--- src/rtl/maze_pkg.sv ---
// Shared definitions for the maze-runner command path: default bit timing
// and the command transmitter state encoding.
package maze_pkg;

    localparam int unsigned BAUD_DIV_DEF = 2604;  // 50 MHz / 19200 baud

    typedef enum logic [1:0] {
        IDLE,
        HIGH,
        LOW
    } state_t;

endpackage

--- src/rtl/uart_tx.sv ---
// 8N1 UART transmitter, LSB first. A trmt pulse loads a byte and drives the
// start bit on the next edge; tx_done pulses for one clock as the stop bit ends.
module uart_tx
    import maze_pkg::*;
#(
    parameter int unsigned BAUD_DIV = BAUD_DIV_DEF
) (
    input  logic       clk,
    input  logic       rst_n,
    input  logic       trmt,
    input  logic [7:0] tx_data,
    output logic       TX,
    output logic       tx_done
);

    localparam int unsigned BW = (BAUD_DIV > 1) ? $clog2(BAUD_DIV) : 1;

    logic          busy;
    logic [BW-1:0] baud_cnt;
    logic [3:0]    bit_cnt;
    logic [8:0]    shift;
    logic          baud_tc;

    assign baud_tc = busy && (baud_cnt == BW'(BAUD_DIV - 1));
    assign tx_done = baud_tc && (bit_cnt == 4'd9);

    // trmt wins over tx_done so a following frame starts with no idle gap.
    always_ff @(posedge clk or negedge rst_n) begin
        if (!rst_n) begin
            busy     <= 1'b0;
            baud_cnt <= '0;
            bit_cnt  <= '0;
            shift    <= '0;
            TX       <= 1'b1;
        end else if (trmt) begin
            busy     <= 1'b1;
            baud_cnt <= '0;
            bit_cnt  <= '0;
            shift    <= {1'b1, tx_data};
            TX       <= 1'b0;
        end else if (busy) begin
            if (baud_tc) begin
                baud_cnt <= '0;
                if (bit_cnt == 4'd9) begin
                    busy    <= 1'b0;
                    bit_cnt <= '0;
                    TX      <= 1'b1;
                end else begin
                    TX      <= shift[0];
                    shift   <= {1'b1, shift[8:1]};
                    bit_cnt <= bit_cnt + 4'd1;
                end
            end else begin
                baud_cnt <= baud_cnt + BW'(1);
            end
        end
    end

endmodule

--- src/rtl/comm_master.sv ---
// Sends a 16-bit command as two back-to-back UART frames, high byte first,
// and holds cmd_cmplt high once the low byte has left the wire.
module comm_master
    import maze_pkg::*;
#(
    parameter int unsigned BAUD_DIV = BAUD_DIV_DEF
) (
    input  logic        clk,
    input  logic        rst_n,
    input  logic        snd_cmd,
    input  logic [15:0] cmd,
    output logic        TX,
    output logic        cmd_cmplt
);

    state_t     state;
    state_t     nxt_state;
    logic [7:0] low_byte;
    logic [7:0] tx_data;
    logic       trmt;
    logic       tx_done;
    logic       accept;
    logic       set_cmplt;

    uart_tx #(.BAUD_DIV(BAUD_DIV)) u_tx (
        .clk     (clk),
        .rst_n   (rst_n),
        .trmt    (trmt),
        .tx_data (tx_data),
        .TX      (TX),
        .tx_done (tx_done)
    );

    always_ff @(posedge clk or negedge rst_n) begin
        if (!rst_n) state <= IDLE;
        else        state <= nxt_state;
    end

    // trmt is combinational so the start bit follows acceptance by one edge.
    always_comb begin
        nxt_state = state;
        trmt      = 1'b0;
        tx_data   = cmd[15:8];
        accept    = 1'b0;
        set_cmplt = 1'b0;
        case (state)
            IDLE: begin
                if (snd_cmd) begin
                    accept    = 1'b1;
                    trmt      = 1'b1;
                    nxt_state = HIGH;
                end
            end
            HIGH: begin
                tx_data = low_byte;
                if (tx_done) begin
                    trmt      = 1'b1;
                    nxt_state = LOW;
                end
            end
            LOW: begin
                if (tx_done) begin
                    set_cmplt = 1'b1;
                    nxt_state = IDLE;
                end
            end
            default: nxt_state = IDLE;
        endcase
    end

    always_ff @(posedge clk or negedge rst_n) begin
        if (!rst_n) begin
            low_byte  <= '0;
            cmd_cmplt <= 1'b0;
        end else if (accept) begin
            low_byte  <= cmd[7:0];
            cmd_cmplt <= 1'b0;
        end else if (set_cmplt) begin
            cmd_cmplt <= 1'b1;
        end
    end

endmodule

--- config.mk ---
export PLATFORM = sky130hd
export DESIGN_NAME = comm_master
export DESIGN_NICKNAME = d
export VERILOG_FILES = /design/src/rtl/maze_pkg.sv /design/src/rtl/uart_tx.sv /design/src/rtl/comm_master.sv
export SDC_FILE = /design/constraint.sdc
export NUM_CORES = 1
export LEC_CHECK = 0
export CORE_ASPECT_RATIO = 0.7
export CORE_UTILIZATION = 55
export DETAILED_ROUTE_END_ITERATION = 8
export PLACE_DENSITY = 0.81
export REMOVE_ABC_BUFFERS = 1
export SLEW_MARGIN = 20
export SYNTH_ARGS = -nofsm -noshare
export SYNTH_HDL_FRONTEND = slang
export SYNTH_HIERARCHICAL = 1
export SYNTH_SLANG_ARGS = --single-unit
--- constraint.sdc ---
create_clock -name clk -period 2.62 [get_ports clk]
set_input_delay 0.786 -clock clk [delete_from_list [all_inputs] [get_ports clk]]
set_output_delay 0.786 -clock clk [all_outputs]
set_load 0.02 [all_outputs]
==> flow_metrics.tcl, run 1 <==
set metrics [dict create \
    die_w_um 73.3 \
    htree_levels 2 \
    synth-seq-cells 38 \
    swShare_pct 18.7 \
    seq_area_sq_um 952 \
    avgRoutedWirePerCell_um 14.2 \
    worstSetupPathType "reg2reg" \
    dp_hpwl_um 2640 \
    place_area_sq_mm 0.00222 \
    antenna_found_initial 0 \
    start_kind "flip-flop" \
    post_cts_buffers 0 \
    synth_enable_flop_cells 0 \
    clockBufferDepth 2 \
    multi_input_area_sq_um 956 \
    timing.final.ws_setup_ps 175 \
    power.switching_w 0.000232 \
    grt_overflow 0 \
    yosys.area.top_type "dfrtp_1" \
    yosys-top-cells-count "dfrtp_1, nand2_1, nor2_1" \
    synth_cell_types 38 \
    sequentialPowerShare_pct 48.1 \
    cp_data_arrival_time_ps 2630 \
    track_usage_pct 22.0 \
    synth.top_cell.area_share_pct 47.3 \
    viasPerCell 5.54 \
    synth.most_common_cell "dfrtp_1" \
    hold_ws_ps 485 \
    r2r-end "u_tx/bit_cnt[2]" \
    ys_top_cells_by_area "dfrtp_1, mux2_1, mux2_2, mux2i_1, nand2_1" \
    place_ws_ps 228 \
    drv_cap 0 \
    period_minus_slack_ps 2450 \
    grt_pass1_vias 1402 \
    fp.dieArea_sq_mm 0.00381 \
    cts_sinks 38 \
    min_path_type "reg2reg" \
    r2r_setup_slack_ps 170 \
    syn-cell-area_sq_mm 0.00196 \
    pwr-share-comb_pct 4.1 \
    cts_buffers 5 \
    cts_resized 0 \
    cp-end-kind "flip-flop" \
    yosys_warnings 6 \
    fmax_mhz 409 \
    hold_buffers 0 \
    cts_tree "built" \
    fill_cells 236 \
    initial_utilization_pct 59.8 \
    cpMostUsedCell "nand2_1" \
    critPathRequiredTime_ps 2800 \
    relSlewSlack_pct 68.4 \
    crit-reg2reg-launch "u_tx/baud_cnt[0]" \
    vdd_drop_max_mv 0.335 \
    grt_pass1_wl_um 6120 \
    drcViolationCount 0 \
    ys_seq_area_share_pct 48.6 \
    fp-row-count 17 \
    cp_slowest_stage_delay_ps 420 \
    drt_iter0_drc 119 \
    finalNetCount 231 \
    finalSetupViolations 0 \
    outcome "complete, no violations" \
    clkSlewWorstSetupHoldPaths_ps 80 \
    die-height_um 51.9 \
    r2r_cells 11 \
    grt_setup_unrepaired "yes" \
    synth_ff_type "dfrtp_1" \
    tightest_slew_ps 475 \
    finalCritPeriodShare_pct 93.3 \
    netlist_instances 184 \
    drt-total-wl_um 3660 \
    clkPwrFrac_pct 47.8 \
    avgSynthCellArea_sq_um 10.6 \
    antenna_cells_inserted 0 \
    post-route-cell-area_sq_mm 0.00236 \
    cts_root_buffer "clkbuf_8" \
    critPathLaunch "u_tx/baud_cnt[0]" \
    async_reset_ff_share_pct 100 \
    p_per_area_mw_per_mm2 525 \
    crit_chain "ha_1 > and4_2 > and3_2 > nand2_1 > inv_1 > nand2_1 > a21oi_2 > buf_4 > nand2b_1 > a21oi_1 > a41o_1" \
    worstPathMaxFanout 16 \
    hold_viol 0 \
    top_level_ports 21 \
    grt_max_degree 39 \
    port-buffer-count 20 \
    slew_viol_final 0 \
    drive_above_1_share_pct 15.2 \
    p_int_w 0.00101 \
    leakage_nw 0.976 \
    skew_ps 6.18 \
    route.vias.total 1424 \
    gp_congestion 0.979 \
    endpoint "u_tx/bit_cnt[2]" \
    synthToLayoutAreaGrowth_pct 20.4 \
    clkLatencyLatePin_ps 290 \
    slowest_stage "dfrtp_1" \
    core_area_sq_mm 0.00328 \
    postRouteAntennaNets 0 \
    first_pass_iters 5 \
]
[placed cells by master, fill, tap and decap left out, types with 3 or more instances in the layout]
master,instances
a21oi_1,7
a31oi_1,3
buf_4,5
clkbuf_8,5
clkdlybuf4s50_1,20
dfrtp_1,37
ha_1,3
inv_1,4
mux2_1,8
mux2_2,8
mux2i_1,8
nand2_1,19
nand2b_1,9
nand3_1,5
nand3b_1,6
nand4_1,3
nor2_1,16
nor3_1,7
o21ai_0,9
xnor2_1,5
xor2_1,3
[worst min-delay path by stage]
stage,to,from,slack (ps),cells after the start
2_1_floorplan,u_tx/shift[8],u_tx/shift[8],430,1
3_5_place_dp,u_tx/shift[1],u_tx/shift[1],470,2
5_1_grt,u_tx/shift[2],u_tx/shift[2],520,2
6_report,u_tx/shift[1],u_tx/shift[1],490,2
4_1_cts,u_tx/shift[1],u_tx/shift[1],490,2
3_3_place_gp,u_tx/shift[8],u_tx/shift[8],460,1
[cells by family after synthesis]
logic type / Yosys count / synth area share (%)
adder cells (fa/ha/maj): 3 / 1.92
AND/OR/NAND/NOR: 74 / 21.9
flip-flops: 38 / 48.6
buffers and inverters: 11 / 2.75
XOR/XNOR: 8 / 3.58
AO/OA/AOI/OAI: 26 / 7.92
multiplexers: 24 / 13.3
[per-layer routing]
metal	up-vias	wire length [um]	track usage, %
li1	694	-	-
met1	666	1610	26.0
met2	54	1790	38.1
met3	10	204	5.23
met4	0	67	10.3
met5	-	0	0
[critical path: cells and delay by family, from the launching register on]
kind | cells | cell delay (ps)
AO/OA/AOI/OAI | 3 | 460
adder cells (fa/ha/maj) | 1 | 240
buffers and inverters | 2 | 400
flip-flops | 1 | 420
AND/OR/NAND/NOR | 5 | 810
[cell type report]
cell class,instances,share of cell area (%)
Inverter,4,0.637
Multi-Input combinational cell,135,40.6
Clock buffer,5,2.92
Sequential cell,38,40.4
Clock inverter,3,2.92
Tap cell,47,2.49
Timing Repair Buffer,25,10.1
[metrics by stage]
step           util, %  power [W]  cells  setup TNS, ps
6_report          72.0    0.00124    257              0
3_3_place_gp      67.8   0.000656    249              0
2_1_floorplan        -   0.000616    177         -10250
3_5_place_dp      67.8   0.000658    249              0
5_1_grt           72.0    0.00129    257          -18.9
4_1_cts           72.0    0.00125    257              0
[state kept, by name (all words and copies together) (netlist names)]
register       count
u_tx/shift         9
state              2
cmd_cmplt          1
u_tx/TX            1
low_byte           8
u_tx/baud_cnt     12
u_tx/busy          1
u_tx/bit_cnt       4
[power by group through the flow]
stage	Sequential, W	Clock (W)	Combinational [W]
global placement	0.000606	0	0.0000494
global route	0.000596	0.000635	0.0000552
CTS	0.000595	0.000607	0.0000518
finish	0.000595	0.000592	0.0000503
detailed placement	0.000607	0	0.0000514
floorplan	0.000606	0	0.0000100
Note: power is estimated with default switching activity, not from simulation.
==> run 2: changes to the inputs <==
REMOVE_ABC_BUFFERS = unset   (was 1)
==> flow_metrics.tcl, run 2 (synthesis gave the netlist of run 1 again) <==
set metrics [dict create \
    drt-total-wl_um 4370 \
    fp.dieArea_sq_mm 0.00381 \
    r2r_cells 11 \
    worstHoldPathCells 1 \
    relSlewSlack_pct 57.8 \
    hold_start "u_tx/shift[8]" \
    route.vias.total 1485 \
    reg_top3 "u_tx/baud_cnt x12, u_tx/shift x9, low_byte x8" \
    cp_data_arrival_time_ps 2580 \
    finalCritPeriodShare_pct 91.6 \
    seq_area_sq_um 953 \
    port-buffer-count 20 \
    finalSetupViolations 0 \
    grt_pass1_wl_um 7170 \
    regMostFlops "u_tx/baud_cnt" \
    timing.final.ws_setup_ps 219 \
    die_w_um 73.3 \
    top_level_ports 21 \
    fp-row-count 17 \
    syn_nets 206 \
    dp_hpwl_um 2880 \
    antenna_found_initial 0 \
    cts_buffers 5 \
    p_per_area_mw_per_mm2 511 \
    worstPathMaxFanout 4 \
    critPathLaunch "u_tx/baud_cnt[10]" \
    htree_levels 2 \
    hold_viol 0 \
    place_area_sq_mm 0.00228 \
    tightest_slew_ps 633 \
    cts_tree "built" \
    clockBufferDepth 2 \
    grt_pass1_vias 1496 \
    period_minus_slack_ps 2400 \
    avgRoutedWirePerCell_um 16.4 \
    multi_input_area_sq_um 985 \
    min_path_type "reg2reg" \
    largest_reg_flops 12 \
    vdd_drop_max_mv 0.391 \
    clkLatencyLatePin_ps 290 \
    slew_viol_final 0 \
    start_kind "flip-flop" \
    place_ws_ps -137 \
    drt_iter0_drc 123 \
    grt_overflow 0 \
    drive_above_1_share_pct 21.4 \
    die-height_um 51.9 \
    viasPerCell 5.56 \
    leakage_nw 1.03 \
    final_common_cell "dfrtp_1" \
    finalNetCount 241 \
    fill_cells 230 \
    skew_ps 7.55 \
    worstSetupPathType "reg2reg" \
    post-route-cell-area_sq_mm 0.00247 \
    layout_common_cells "dfrtp_1, clkdlybuf4s50_1, nand2_1" \
    clkSlewWorstSetupHoldPaths_ps 80 \
    postRouteAntennaNets 0 \
    drcViolationCount 0 \
    track_usage_pct 26.4 \
    drv_cap 0 \
    outcome "complete, no violations" \
    crit-reg2reg-launch "u_tx/baud_cnt[10]" \
    cp-end-kind "flip-flop" \
    fmax_mhz 417 \
    initial_utilization_pct 59.8 \
    gp_congestion 0.959 \
    synthToLayoutAreaGrowth_pct 26.0 \
    first_pass_iters 4 \
    critPathRequiredTime_ps 2800 \
    cts_root_buffer "clkbuf_8" \
    grt_max_degree 39 \
    cts_sinks 38 \
    grt_setup_unrepaired "no" \
    antenna_cells_inserted 0 \
    core_area_sq_mm 0.00328 \
]
-- run 2: stage by stage --
step | instances | power, W | hold WS (ps) | TNS, ps | util (%)
finish | 267 | 0.00126 | 480 | 0 | 75.3
global placement | 257 | 0.000656 | 450 | 0 | 69.6
global route | 267 | 0.00130 | 484 | 0 | 75.3
CTS | 265 | 0.00127 | 479 | 0 | 74.2
floorplan | 184 | 0.000616 | 434 | 0 | -
detailed placement | 257 | 0.000659 | 458 | -748 | 69.6
-- run 2: worst paths after layout --
kind | endpoint | slack (ps)
worst max register to register | u_tx/baud_cnt[7] | 220
worst min register to register | u_tx/shift[8] | 480
worst max-delay path | u_tx/baud_cnt[7] | 220
worst min-delay path | u_tx/shift[8] | 480
min in group asynchronous | low_byte[6] | 920
max in group asynchronous | u_tx/baud_cnt[3] | 1340
-- run 2: per-layer routing --
| layer | up-vias | share of wire, % | GRT usage (%) |
|---|---|---|---|
| met5 | - | 0 | 0 |
| met2 | 38 | 49 | 42.6 |
| met1 | 730 | 45 | 33.8 |
| met4 | 0 | 1.5 | 12.8 |
| li1 | 711 | - | - |
| met3 | 6 | 4.0 | 6.01 |
-- run 2: final cells by class --
type | instances | area share (%)
multi-input cells | 135 | 39.9
flip-flops and latches | 38 | 38.6
inverters | 4 | 0.609
repair buffers | 35 | 12.7
clock inverters | 2 | 2.43
well taps | 47 | 2.38
clock buffers | 6 | 3.35
-- run 2: power by group --
group | internal, W | leakage [nW] | total, W | switching, W
Sequential | 0.000592 | 0.487 | 0.000595 | 0.00000307
Clock | 0.000406 | 0.0714 | 0.000613 | 0.000207
Combinational | 0.0000321 | 0.473 | 0.0000513 | 0.0000191
-- run 2: timing repair --
action / CTS / global route
setup endpoints to repair: 6 / 3
buffers inserted: 0 / 2
hold buffers: 0 / 0
gates resized for setup: 1 / 5
pin swaps: 0 / 2
-- run 2: critical path, stage by stage (launching register included) --
cell and delay, ps:
dfrtp_1 450, nor4b_4 310, and3_2 240, nand2_1 90, inv_1 110, nand2_1 110
a21oi_4 210, buf_4 170, o2111ai_2 160, nor3_2 230, xnor2_1 140, nor2_1 50
